<file path="config.mk">
export PLATFORM = sky130hd
export DESIGN_NAME = key_switch_input
export DESIGN_NICKNAME = d
export VERILOG_FILES = /design/src/rtl/key_switch_input.sv
export SDC_FILE = /design/constraint.sdc
export NUM_CORES = 1
export LEC_CHECK = 0
export BUFFER_PORTS_ARGS = -buffer_cell sky130_fd_sc_hd__buf_2
export CAP_MARGIN = 30
export CORE_UTILIZATION = 59
export CTS_BUF_LIST = sky130_fd_sc_hd__clkbuf_4 sky130_fd_sc_hd__clkbuf_8
export CTS_CLUSTER_DIAMETER = 60
export DETAILED_ROUTE_END_ITERATION = 12
export PLACE_DENSITY = 0.87
export SYNTH_ARGS = -nofsm -noshare
export SYNTH_HDL_FRONTEND = slang
export SYNTH_SLANG_ARGS = --single-unit
</file>
<file path="constraint.sdc">
create_clock -name clock_50 -period 2.49 [get_ports clock_50]
set_input_delay 0.498 -clock clock_50 [delete_from_list [all_inputs] [get_ports clock_50]]
set_output_delay 0.498 -clock clock_50 [all_outputs]
set_load 0.01 [all_outputs]
</file>
<file path="src/rtl/key_switch_input.sv">
`default_nettype none
// ============================================================================
// Module      : key_switch_input
// Description : Memory-mapped input port for the board slide switches and the
//               general-purpose push-buttons. Switches are synchronized and
//               sampled as-is. Push-buttons are synchronized, debounced and
//               their press events are latched into sticky flags that the CPU
//               collects through a single-strobe read with 1-cycle latency.
// Revision    : 1.0 - initial release
// ----------------------------------------------------------------------------
// Ports
//   clock_50        in   1        system clock, rising-edge active
//   reset           in   1        synchronous, active-high reset
//   SW              in   N_SW     raw slide switches (asynchronous)
//   KEY_N           in   N_KEYS   raw push-buttons, active-low (asynchronous)
//   CONTROL_IOREAD  in   1        read strobe, sampled every edge
//   IO_ADDR         in   2        register select, sampled with the strobe
//   IO_READ_DATA    out  32       registered read data, held between reads
//   IO_READ_VALID   out  1        one-cycle pulse marking a completed read
//   KEY_STATE       out  N_KEYS   debounced key levels, 1 = pressed
//   IRQ             out  1        high while any pending flag is set
// ----------------------------------------------------------------------------
// Register map
//   0 : synchronized switches, zero-extended
//   1 : KEY_STATE in [N_KEYS-1:0]
//   2 : pending in [N_KEYS-1:0], overflow in [8+N_KEYS-1:8], read-to-clear
//   3 : reads 0
// ============================================================================
module key_switch_input #(
    parameter int N_SW            = 18,
    parameter int N_KEYS          = 3,
    parameter int DEBOUNCE_CYCLES = 500000
) (
    input  logic              clock_50,
    input  logic              reset,
    input  logic [N_SW-1:0]   SW,
    input  logic [N_KEYS-1:0] KEY_N,
    input  logic              CONTROL_IOREAD,
    input  logic [1:0]        IO_ADDR,
    output logic [31:0]       IO_READ_DATA,
    output logic              IO_READ_VALID,
    output logic [N_KEYS-1:0] KEY_STATE,
    output logic              IRQ
);

    // ------------------------------------------------------------------------
    // Constants
    // ------------------------------------------------------------------------
    localparam int c_CNT_W = (DEBOUNCE_CYCLES > 2) ? $clog2(DEBOUNCE_CYCLES) : 1;

    // Terminal count: the mismatch sample seen while the counter sits here is
    // the DEBOUNCE_CYCLES-th consecutive one, so the level is accepted.
    localparam logic [c_CNT_W-1:0] c_CNT_MAX = c_CNT_W'(DEBOUNCE_CYCLES - 1);

    localparam logic [1:0] c_ADDR_SW     = 2'd0;
    localparam logic [1:0] c_ADDR_KEYS   = 2'd1;
    localparam logic [1:0] c_ADDR_EVENTS = 2'd2;

    // Bit offset of the overflow field in the events register.
    localparam int c_OVF_LSB = 8;

    // ------------------------------------------------------------------------
    // Two-flop synchronizers
    // ------------------------------------------------------------------------
    // Keys are inverted before the first flop so that every key signal past
    // this point is active-high and a cleared synchronizer reads "released",
    // which matches the cleared stable level and avoids a spurious press
    // event straight out of reset.
    logic [N_SW-1:0]   r_sw_sync1;
    logic [N_SW-1:0]   r_sw_sync2;
    logic [N_KEYS-1:0] r_key_sync1;
    logic [N_KEYS-1:0] r_key_sync2;

    always_ff @(posedge clock_50) begin
        if (reset) begin
            r_sw_sync1  <= '0;
            r_sw_sync2  <= '0;
            r_key_sync1 <= '0;
            r_key_sync2 <= '0;
        end else begin
            r_sw_sync1  <= SW;
            r_sw_sync2  <= r_sw_sync1;
            r_key_sync1 <= ~KEY_N;
            r_key_sync2 <= r_key_sync1;
        end
    end

    // ------------------------------------------------------------------------
    // Per-key debounce
    // ------------------------------------------------------------------------
    // Each key owns a counter of consecutive samples in which the synchronized
    // level differs from the accepted (stable) level. Any agreeing sample
    // restarts the run, so a glitch shorter than DEBOUNCE_CYCLES samples never
    // reaches the stable level.
    logic [N_KEYS-1:0] w_key_stable;
    logic [N_KEYS-1:0] w_press_evt;

    generate
        for (genvar gi = 0; gi < N_KEYS; gi++) begin : g_key
            logic [c_CNT_W-1:0] r_cnt;
            logic               r_stable;
            logic               w_mismatch;
            logic               w_accept;

            assign w_mismatch = r_key_sync2[gi] ^ r_stable;
            assign w_accept   = w_mismatch && (r_cnt == c_CNT_MAX);

            always_ff @(posedge clock_50) begin
                if (reset) begin
                    r_cnt    <= '0;
                    r_stable <= 1'b0;
                end else if (!w_mismatch) begin
                    r_cnt    <= '0;
                end else if (w_accept) begin
                    r_cnt    <= '0;
                    r_stable <= ~r_stable;
                end else begin
                    r_cnt    <= r_cnt + 1'b1;
                end
            end

            assign w_key_stable[gi] = r_stable;
            // Only released->pressed transitions are events; releases are
            // visible through KEY_STATE alone.
            assign w_press_evt[gi]  = w_accept && !r_stable;
        end
    endgenerate

    // ------------------------------------------------------------------------
    // Sticky event flags with read-to-clear
    // ------------------------------------------------------------------------
    logic [N_KEYS-1:0] r_pending;
    logic [N_KEYS-1:0] r_overflow;
    logic              w_rd_events;
    logic [N_KEYS-1:0] w_pend_clr;
    logic [N_KEYS-1:0] w_ovf_clr;
    logic [N_KEYS-1:0] w_pend_keep;
    logic [N_KEYS-1:0] w_ovf_keep;

    assign w_rd_events = CONTROL_IOREAD && (IO_ADDR == c_ADDR_EVENTS);

    // A read clears exactly the bits it returns, i.e. the pre-edge values.
    assign w_pend_clr  = w_rd_events ? r_pending  : '0;
    assign w_ovf_clr   = w_rd_events ? r_overflow : '0;
    assign w_pend_keep = r_pending  & ~w_pend_clr;
    assign w_ovf_keep  = r_overflow & ~w_ovf_clr;

    // A press landing on the same edge as a clearing read survives as a fresh
    // pending flag; it only counts as an overflow when the previous pending
    // flag is still standing after the clear.
    always_ff @(posedge clock_50) begin
        if (reset) begin
            r_pending  <= '0;
            r_overflow <= '0;
        end else begin
            r_pending  <= w_pend_keep | w_press_evt;
            r_overflow <= w_ovf_keep  | (w_press_evt & w_pend_keep);
        end
    end

    // ------------------------------------------------------------------------
    // Read data path
    // ------------------------------------------------------------------------
    logic [31:0] w_sel_data;

    always_comb begin
        w_sel_data = '0;
        case (IO_ADDR)
            c_ADDR_SW: begin
                w_sel_data[N_SW-1:0] = r_sw_sync2;
            end
            c_ADDR_KEYS: begin
                w_sel_data[N_KEYS-1:0] = w_key_stable;
            end
            c_ADDR_EVENTS: begin
                w_sel_data[N_KEYS-1:0]           = r_pending;
                w_sel_data[c_OVF_LSB +: N_KEYS]  = r_overflow;
            end
            default: begin
                w_sel_data = '0;
            end
        endcase
    end

    logic [31:0] r_rd_data;
    logic        r_rd_valid;

    // Data holds between reads; the valid flag simply mirrors the strobe one
    // cycle later so back-to-back strobes give back-to-back pulses.
    always_ff @(posedge clock_50) begin
        if (reset) begin
            r_rd_data  <= '0;
            r_rd_valid <= 1'b0;
        end else begin
            r_rd_valid <= CONTROL_IOREAD;
            if (CONTROL_IOREAD) begin
                r_rd_data <= w_sel_data;
            end
        end
    end

    // ------------------------------------------------------------------------
    // Outputs (all sourced from flops)
    // ------------------------------------------------------------------------
    assign IO_READ_DATA  = r_rd_data;
    assign IO_READ_VALID = r_rd_valid;
    assign KEY_STATE     = w_key_stable;
    assign IRQ           = |r_pending;

endmodule
`default_nettype wire

</file>
==> results of run 1 <==
==> sequential cells by signal, summed over array words and instances, names as in the netlist, 18 cells and up <==
signal,cells
IO_READ_DATA,18
r_sw_sync1,18
g_key.r_cnt,57
r_sw_sync2,18
==> layout make-up <==
class | instances | area (um^2)
repair buffers | 57 | 308
fillers | 608 | 2560
clock buffers | 17 | 234
well taps | 105 | 131
clock inverters | 15 | 146
multi-input cells | 382 | 2250
flip-flops and latches | 127 | 2540
inverters | 11 | 41.3
==> power by group <==
| group | total (mW) | leakage (nW) | switching (mW) | internal (mW) |
|---|---|---|---|---|
| Clock | 1.67 | 0.182 | 0.929 | 0.739 |
| Combinational | 0.124 | 0.815 | 0.0725 | 0.0520 |
| Sequential | 2.08 | 1.03 | 0.0132 | 2.07 |
| Total | 3.87 | 2.03 | 1.01 | 2.86 |
==> through the flow <==
stage	total power, mW	area (um^2)
after floorplan	2.22	5040
after global placement	2.25	5280
after detailed placement	2.25	5280
after CTS	3.90	5660
after global routing	4.01	5660
final	3.87	5660
==> kinds of logic (layout without fill, tap and decap cells) <==
group	Yosys count	after routing	synth area share [%]
flip-flops	127	127	50.9
AND/OR/NAND/NOR	261	261	27.9
AO/OA/AOI/OAI	52	52	6.06
multiplexers	7	7	1.48
buffers and inverters	46	100	4.96
XOR/XNOR	45	45	7.89
adder cells (fa/ha/maj)	3	3	0.752
other	1	14	0.0751
==> critical path: stages, from the launching register on <==
cell and delay, ps:
dfxtp_1 380, or4_1 550, or4_4 540, or4_1 430, o21ai_1 140
==> final timing paths <==
kind / from / end / cells past startpoint
setup / recovery: g_key[1].r_cnt[5]$_SDFF_PP0_ / r_pending[1]$_SDFF_PP0_ / 4
hold / removal: KEY_N[2] / r_key_sync1[2]$_SDFF_PP0_ / 2
setup reg to reg: g_key[1].r_cnt[5]$_SDFF_PP0_ / r_pending[1]$_SDFF_PP0_ / 4
hold reg to reg: r_key_sync1[0]$_SDFF_PP0_ / r_key_sync2[0]$_SDFF_PP0_ / 1
==> layer usage <==
metal  share of wire (%)  track usage, %  vias to the layer above
li1                    -               -                     1918
met1                  41            26.3                     1784
met2                  51            41.1                      121
met3                 5.3            6.31                       27
met4                 2.7            12.8                        0
met5                   0               0                        -
==> placed cells by master, fill, tap and decap left out, types with 6 or more instances in the layout <==
| cell | netlist | routed |
|---|---|---|
| inv_1 | 11 | 11 |
| dfxtp_1 | 127 | 127 |
| nor2_1 | 81 | 81 |
| or4_1 | 8 | 8 |
| nand2_1 | 19 | 19 |
| xnor2_1 | 32 | 32 |
| conb_1 | 1 | 14 |
| clkbuf_8 | 0 | 17 |
| nor3_1 | 10 | 10 |
| nand3_1 | 23 | 23 |
| buf_2 | 0 | 48 |
| nor4_1 | 11 | 11 |
| nor2b_1 | 59 | 59 |
| a21oi_1 | 29 | 29 |
| o21ai_0 | 6 | 6 |
| xor2_1 | 13 | 13 |
| buf_4 | 18 | 9 |
| nand4_1 | 16 | 16 |
| or3_1 | 6 | 6 |
==> flow_summary.ini, run 1 <==
[power]
powerDensity_mw_per_mm2 = 685
ir_drop_mv = 0.499
p_leak_nw = 2.03

[synthesis]
yosysWarnings = 0
synth.distinct_cells = 42
synth.area.top_cells = dfxtp_1 51%, nor2b_1 7.4%, nor2_1 6.1%
ys_seq_area_share_pct = 50.9
syn-instance-count = 542
ys_top_cells_by_count = 127 x dfxtp_1, 81 x nor2_1, 59 x nor2b_1
syn_avg_cell_area_um2 = 9.22
ys.flop_type = dfxtp_1
synth_area_leader_cell = dfxtp_1
synth_edf_count = 0
yosys.cell_count.top_type = dfxtp_1
synthDominantCellAreaShare_pct = 50.9
synthArstFlopShare_pct = 0
yosys_register_bits = 127
syn_area_mm2 = 0.00499

[worst_setup_path]
reg2reg_slack_ps = 370
critPathRequiredTime_ps = 2850
arrival_ps = 2480
cp_max_fo = 8
endpoint_kind = register
path_class = register to register
cp-start-kind = register

[clock_network]
cts_tree = yes
post_cts_buffers = 0
clock_path_buffers = 2
insertion_delay_ps = 430
cts_buffers = 17
cts.sinks = 127
cts-htree-levels = 4
clockRootBuffer = clkbuf_8
cts_hold_buffers = 0
cts.clk_slew.worst_paths_ps = 80
post_cts_resized = 0

[global_routing]
grt_max_degree = 36
antenna_found_initial = 0
grt_pass1_wl_um = 16300
grt.overflow.total = 0
grt_pass1_vias = 3778
grt_usage_pct = 23.7

[cells_and_area]
syn_to_final_growth_pct = 13.3
drive_above_1_share_pct = 15.9
post-route-util_pct = 68.8
n_antenna_cell = 0
final_cell_count_no_fill = 714
fin_nets = 625

[sta]
tns_ps = 0
tightest_slew_ps = 576
fin_crit_sh_pct = 85.0
setup_violations = 0
slew_headroom_pct = 61.3
finalMaxSlewViolations = 0
fmax_mhz = 473
hold_violations = 0
rsz0062_at_grt = false
period_needed_ps = 2120
setup_slack_ps = 374
clock_skew_ps = 9.62
holdWs_ps = 217

[place]
dp_cells = 682
numPortBuffers = 48
pre_cts_slack_ps = 424
gp_routability_congestion = 0.850
dpl.hpwl_um = 6550

[floorplanning]
die_y_um = 94.0
initial_core_util_pct = 60.8
rows = 33
die_area_mm2 = 0.00884
coreArea_mm2 = 0.00822
die_x_um = 94.0
num_io_pins = 63

[drt]
wl_um = 9640
ant_nets = 0
vias_per_cell = 5.39
via_count = 3850
drc = 0
firstDrtPassIters = 5
detail_route.wl_per_cell_um = 13.5
first_iter_violations = 148

[worst_hold_path]
hp-class = input pin to register

[run]
cap_violations = 0

[run_status]
status = completed
(Power assumes the default switching activity.)
==> run 2, diff against run 1 <==
clock period = 1.95 ns   (was 2.49 ns; I/O delays follow)
==> flow_summary.ini, run 2 (same netlist as run 1, synthesis figures left out) <==
[run_status]
status = complete, but fails checks
violations = negative setup slack

[cells_and_area]
fin_nets = 641
mostFrequentLayoutCells = 123 x dfxtp_1, 81 x nor2_1, 59 x nor2b_1
post-route-util_pct = 71.1
syn_to_final_growth_pct = 17.0
largest_register_ffs = 57
n_antenna_cell = 0
final_common_cell = dfxtp_1
regArea_mm2 = 0.00255
fillers = 608
final_cell_count_no_fill = 730
drive_above_1_share_pct = 19.8
regMostFlops = g_key.r_cnt
multi_input_area_mm2 = 0.00229

[worst_setup_path]
crit_buf_inv = 0
r2r_cells = 4
r2r_start = g_key[1].r_cnt[5]$_SDFF_PP0_
crit_path_frequent_cell = or4_4
cp_max_fo = 5
endpoint_kind = register
critPathRequiredTime_ps = 2330
path_class = register to register
crit_family = simple AND/OR/NAND/NOR gates
reg2reg_slack_ps = -30
arrival_ps = 2360
cp-start-kind = register
cpPeakStageDelay_ps = 540
reg2reg_to = r_pending[1]$_SDFF_PP0_
worstPathCellList = or4_4 > or4_4 > or4_4 > o21ai_1
cp_slowest_cell = or4_4

[place]
pre_cts_slack_ps = -28.7
dp_cells = 695
gp_routability_congestion = 0.874
dpl.hpwl_um = 6670
numPortBuffers = 48

[sta]
fin_crit_sh_pct = 102
setup_slack_ps = -34.1
fmax_mhz = 504
tns_ps = -34.1
clock_skew_ps = 10.9
setup_violations = 1
rsz0062_at_grt = true
tightest_slew_ps = 572
period_needed_ps = 1980
hold_violations = 0
finalMaxSlewViolations = 0
slew_headroom_pct = 61.9

[run]
cap_violations = 0

[drt]
firstDrtPassIters = 4
ant_nets = 0
vias_per_cell = 5.27
first_iter_violations = 124
drc = 0
wl_um = 9850
detail_route.wl_per_cell_um = 13.5
via_count = 3848

[clock_network]
cts-htree-levels = 4
cts.clk_slew.worst_paths_ps = 80
clockRootBuffer = clkbuf_8
cts_buffers = 17
clock_path_buffers = 2
cts.sinks = 127
cts_hold_buffers = 0
insertion_delay_ps = 440
cts_tree = yes

[global_routing]
grt_pass1_vias = 3668
grt_usage_pct = 24.1
antenna_found_initial = 0
grt_max_degree = 54
grt_pass1_wl_um = 16200
grt.overflow.total = 0

[floorplanning]
num_io_pins = 63
initial_core_util_pct = 60.8
coreArea_mm2 = 0.00822
die_y_um = 94.0
die_area_mm2 = 0.00884
die_x_um = 94.0
rows = 33

[worst_hold_path]
hp-class = input pin to register
min_from = KEY_N[2]
min_to = r_key_sync1[2]$_SDFF_PP0_
holdPathStages = 2

[power]
powerDensity_mw_per_mm2 = 870
ir_drop_mv = 0.768
p_leak_nw = 2.13
[run 2: cell type report]
cell class	count	area share [%]
flip-flops and latches	127	43.6
well taps	105	2.25
multi-input cells	382	39.2
clock inverters	15	2.89
clock buffers	17	4.00
inverters	11	0.706
repair buffers	73	7.32
[run 2: how the worst max path moves through the flow]
stage / depth (start not counted) / slack [ps] / from / to
after floorplan: 4 / 10 / g_key[1].r_cnt[9]$_SDFF_PP0_ / r_pending[1]$_SDFF_PP0_
after global placement: 4 / 40 / g_key[1].r_cnt[9]$_SDFF_PP0_ / r_pending[1]$_SDFF_PP0_
after detailed placement: 4 / -30 / g_key[1].r_cnt[9]$_SDFF_PP0_ / r_pending[1]$_SDFF_PP0_
after CTS: 4 / -20 / g_key[1].r_cnt[9]$_SDFF_PP0_ / r_pending[1]$_SDFF_PP0_
after global routing: 4 / -70 / g_key[1].r_cnt[5]$_SDFF_PP0_ / r_pending[1]$_SDFF_PP0_
final: 4 / -30 / g_key[1].r_cnt[5]$_SDFF_PP0_ / r_pending[1]$_SDFF_PP0_
[run 2: where the power goes]
group	internal (mW)	switching (mW)
Clock	1.08	1.19
Sequential	2.64	0.0165
Combinational	0.0672	0.0924
[run 2: through the flow]
step / total power, mW / hold slack [ps] / area (um^2)
floorplan: 2.84 / 414 / 5060
global placement: 2.87 / 416 / 5390
detailed placement: 2.88 / 422 / 5390
CTS: 5.13 / 74.3 / 5790
global route: 5.27 / 75.0 / 5840
finish: 5.09 / 101 / 5840
[run 2: routing by layer]
layer | GRT usage (%) | part of all wire [%] | vias up | wire length (um)
met5 | 0 | 0 | - | 0
met4 | 10.3 | 1.2 | 0 | 123
met3 | 8.25 | 4.8 | 13 | 471
met2 | 41.5 | 52 | 83 | 5090
met1 | 26.9 | 42 | 1801 | 4160
li1 | - | - | 1951 | -
[run 2: what timing repair did]
item,CTS,global route
setup endpoints to repair,1,5
pin swaps,0,2
cloned,0,0
buffers inserted,0,3
resized for setup,0,10
